--- config.mk ---
export PLATFORM = sky130hd
export DESIGN_NAME = onehot_rr_arbiter
export DESIGN_NICKNAME = d
export VERILOG_FILES = /design/src/rtl/rr_priority_pick.sv /design/src/rtl/onehot_rr_arbiter.sv
export SDC_FILE = /design/constraint.sdc
export NUM_CORES = 1
export LEC_CHECK = 0
export BUFFER_PORTS_ARGS = -buffer_cell sky130_fd_sc_hd__clkbuf_2
export CAP_MARGIN = 20
export CORE_AREA = 2 2 39 41
export CTS_CLUSTER_DIAMETER = 50
export DETAILED_ROUTE_END_ITERATION = 7
export DIE_AREA = 0 0 41 43
export GPL_ROUTABILITY_DRIVEN = 0
export PLACE_DENSITY = 0.67
export SLEW_MARGIN = 0
export SYNTH_ARGS = -nofsm -noshare
export SYNTH_HDL_FRONTEND = slang
export SYNTH_HIERARCHICAL = 1
export SYNTH_SLANG_ARGS = --single-unit
export TNS_END_PERCENT = 1
--- constraint.sdc ---
create_clock -name clk -period 3.6 [get_ports clk]
set_clock_uncertainty 0.1 [all_clocks]
set_input_delay 0.36 -clock clk [delete_from_list [all_inputs] [get_ports clk]]
set_output_delay 0.36 -clock clk [all_outputs]
set_load 0.01 [all_outputs]
--- src/rtl/rr_priority_pick.sv ---
// rr_priority_pick: wrap-around first-set search of req starting at ptr
module rr_priority_pick #(
   parameter int N = 4,
   parameter int W = (N > 1) ? $clog2(N) : 1
) (
   input  logic [N-1:0] req,
   input  logic [W-1:0] ptr,
   output logic [N-1:0] pick,
   output logic [W-1:0] idx
);
   logic [2*N-1:0] dbl;
   logic [2*N-1:0] rot;
   logic [N-1:0]   r;
   logic [N-1:0]   lsb;
   // rotate req so ptr sits at bit 0, isolate lowest set bit, rotate back, encode
   always_comb begin
      dbl  = {req, req} >> ptr;
      r    = dbl[N-1:0];
      lsb  = r & (~r + 1'b1);
      rot  = {lsb, lsb} << ptr;
      pick = rot[2*N-1:N];
      idx  = '0;
      for (int i = 0; i < N; i++) idx |= pick[i] ? W'(i) : '0;
   end
endmodule

--- src/rtl/onehot_rr_arbiter.sv ---
// onehot_rr_arbiter: registered one-hot round-robin arbiter held until done
module onehot_rr_arbiter #(
   parameter int N_REQ = 4,
   parameter int W_IDX = (N_REQ > 1) ? $clog2(N_REQ) : 1
) (
   input  logic             clk,
   input  logic             rst,
   input  logic [N_REQ-1:0] req,
   input  logic             done,
   output logic [N_REQ-1:0] grant,
   output logic             grant_valid,
   output logic [W_IDX-1:0] grant_idx
);
   localparam logic S_IDLE = 1'b0;
   localparam logic S_BUSY = 1'b1;
   typedef enum logic {IDLE = S_IDLE, BUSY = S_BUSY} state_t;
   state_t           state, state_n;
   logic [W_IDX-1:0] ptr, ptr_n, pick_idx, idx_n;
   logic [N_REQ-1:0] pick, grant_n;
   rr_priority_pick #(.N(N_REQ), .W(W_IDX)) u_pick (
      .req  (req),
      .ptr  (ptr),
      .pick (pick),
      .idx  (pick_idx)
   );
   // state, grant and pointer registers; every output comes straight from a flop
   always_ff @(posedge clk) begin
      if (rst) begin
         state       <= IDLE;
         grant       <= '0;
         grant_idx   <= '0;
         grant_valid <= 1'b0;
         ptr         <= '0;
      end else begin
         state       <= state_n;
         grant       <= grant_n;
         grant_idx   <= idx_n;
         grant_valid <= state_n == BUSY;
         ptr         <= ptr_n;
      end
   end
   // arbitrate when idle or when the current grant finishes; otherwise hold
   always_comb begin
      state_n = state;
      grant_n = grant;
      idx_n   = grant_idx;
      ptr_n   = ptr;
      if (state == IDLE || done) begin
         state_n = |req ? BUSY : IDLE;
         grant_n = |req ? pick : '0;
         idx_n   = |req ? pick_idx : '0;
         ptr_n   = !(|req) ? ptr : (pick_idx == W_IDX'(N_REQ - 1)) ? '0 : pick_idx + 1'b1;
      end
   end
endmodule

==> results.ini <==
[timing]
fin_crit_ns=2.03
tightest_slew_ns=0.560
drv_slew=0
max_freq_mhz=492
hold_ws_ns=0.292
slew_headroom=0.623
finalHoldViolations=0
rsz0062_at_grt=false
setup_tns_ns=0
finalSetupViolCount=0
finalCritPeriodShare=0.565

[synthesis]
synthArstFlopShare=0
synth_top_area_frac=0.325
syn_inst=71
synth_warnings=6
synth.avg_cell_area_sq_um=7.81
synth_seq_cells=9
synth_area_leaders=dfxtp_1 33%, a21oi_1 14%, nand3_1 6.3%, nand2_1 5.4%, nor2b_4 5.0%
synthFlopType=dfxtp_1
yosys.area.top_type=dfxtp_1
synth_cell_types=24
yosysSeqAreaShare=0.325
syn_area_sq_um=554
synth_edf_count=0
synth_fp_nets=79

[finish]
fillers=143
drive_above_1_share=0.268
regArea_sq_um=180
layout.nets=91
final_util=0.453
multi_input_area_sq_um=324
n_antenna_cell=0
area_growth_pct=13.1

[placement]
dp_hpwl_um=832
port-buffer-count=13

[clocking]
clock_tree.htree_level_count=1
holdBufCountCts=0
cts-root-buf=clkbuf_4
worstSkewPairLatency_ns=0.26
numCtsBuffers=3
clkTransAtPathRegs_ns=0.06
cts_sinks=9
cts_tree=done
clk_path_buf_depth=2
cts_resized=0
postCtsSetupBuffers=0

[setup_path]
crit_fanout=9
rr_worst_depth=6
critical_path_class=reg2reg
critPathCaptureType=flop
worstPathArrival_ns=2.12
r2r-start=ptr[0]$_SDFFE_PP0P_
endpoint=ptr[0]$_SDFFE_PP0P_
r2r_end=ptr[0]$_SDFFE_PP0P_
startpoint=ptr[0]$_SDFFE_PP0P_
ff2ff_setup_slack_ns=1.57
crit_required_ns=3.69
crit_path_start_kind=flop

[hold_path]
hp-class=in2reg

[global_routing]
grt_pass1_vias=429
grt_first_pass_wirelength_mm=1.87
busiest_layer=met1
met2_usage=0.209
grt_usage=0.158
use_met3=0.0157
grt_max_degree=12
met1_usage=0.224
global_route.overflow_total=0
grt_antenna_before_repair=0

[job]
drv_cap=0

[power]
pwr-share-clk=0.285
pwr-share-comb=0.265
intPower_mw=0.185
power_switching_mw=0.0858
total_power_mw=0.271
ir_drop_uv=220
power_frac_seq=0.450
swShare=0.317
power_density_nw_per_um2=432
p_leak_nw=0.265

[floorplan]
die_area_sq_um=1760
die-width_um=41
die_y_um=43
initial_utilization=0.401
boundaryPins=14
rows=14
core_region_area_sq_um=1380

[route]
vias=523
drc=0
viasPerCell=5.34
routedWlPerCell_um=11.9
totalWireLength_mm=1.17
firstDrtPassIters=4
ant_nets=0
dr.first_iter.drc_count=5

[outcome]
status=completed

==> layout by cell type (no fill, tap or decap), drive strengths merged <==
master	instances
a211oi	3
a21o	1
a21oi	15
clkbuf	17
dfxtp	9
ha	1
inv	3
nand2	8
nand2b	1
nand3	7
nor2	2
nor2b	2
nor3	1
nor4	1
o211a	1
o21a	2
o21ai	4
o31a	1
or2b	1
or4	2
==> cell usage after synthesis (2+ instances only) <==
library cell,n
inv_1,3
nor2b_4,2
dfxtp_1,9
nor2_1,2
or4_1,2
a211oi_2,2
clkbuf_1,2
buf_6,2
o21a_1,2
nand3_1,7
nand2_1,8
o21ai_0,4
a21oi_1,15
==> critical path, cell delays in order, from the launching register on <==
cell	delay [ns]
dfxtp_1	0.52
inv_1	0.09
o21ai_0	0.21
a21oi_1	0.15
ha_1	0.21
or4_1	0.51
a21oi_1	0.17
==> final cells by class <==
cell class                 instances  share of cell area
clock buffer                       4              0.0419
inverter                           3              0.0180
multi-input combinational         53               0.517
sequential                         9               0.287
tap                               16              0.0319
timing repair buffer              13               0.104
==> cell families (layout without fill, tap and decap cells) <==
kind of cell               after synthesis  count (layout)  share of synthesized area
and+or+nand+nor                         25              25                      0.255
DFF                                      9               9                      0.325
AOI/OAI and AO/OA                       27              27                      0.307
adders and majority gates                1               1                     0.0226
buffers and inverters                    9              20                     0.0903
==> worst min path at each step <==
stage	slack, ns	depth (start not counted)	to	start
after detailed placement	0.35	2	grant_idx[1]$_SDFFE_PP0P_	grant_idx[1]$_SDFFE_PP0P_
after global routing	0.29	2	ptr[1]$_SDFFE_PP0P_	rst
after global placement	0.34	2	grant[2]$_SDFFE_PP0P_	grant[2]$_SDFFE_PP0P_
after floorplan	0.37	2	ptr[1]$_SDFFE_PP0P_	ptr[1]$_SDFFE_PP0P_
final	0.29	2	ptr[1]$_SDFFE_PP0P_	rst
after CTS	0.28	2	grant[3]$_SDFFE_PP0P_	rst
==> flip-flops by register name, summed over array words and instances (netlist names) <==
register and flops:
ptr 2, grant 4, grant_idx 2, state 1
==> power groups by stage <==
stage / Combinational [mW] / Clock [mW] / Sequential (mW)
2_1_floorplan: 0.0568 / 0 / 0.122
3_3_place_gp: 0.0699 / 0 / 0.123
3_5_place_dp: 0.0707 / 0 / 0.124
4_1_cts: 0.0720 / 0.0807 / 0.122
5_1_grt: 0.0803 / 0.0878 / 0.124
6_report: 0.0718 / 0.0772 / 0.122
==> through the flow <==
step	instance area (sq um)	instances	setup WS [ns]
finish	627	98	1.57
detailed placement	601	94	1.59
floorplan	554	71	1.83
global placement	601	94	1.65
CTS	627	98	1.59
global route	627	98	1.47
==> routing by layer <==
layer | wire length (um) | part of all wire
met5 | 0 | 0
met2 | 510 | 0.44
met1 | 569 | 0.49
met3 | 51 | 0.044
met4 | 34 | 0.029
Note: power is estimated with default switching activity, not from simulation.
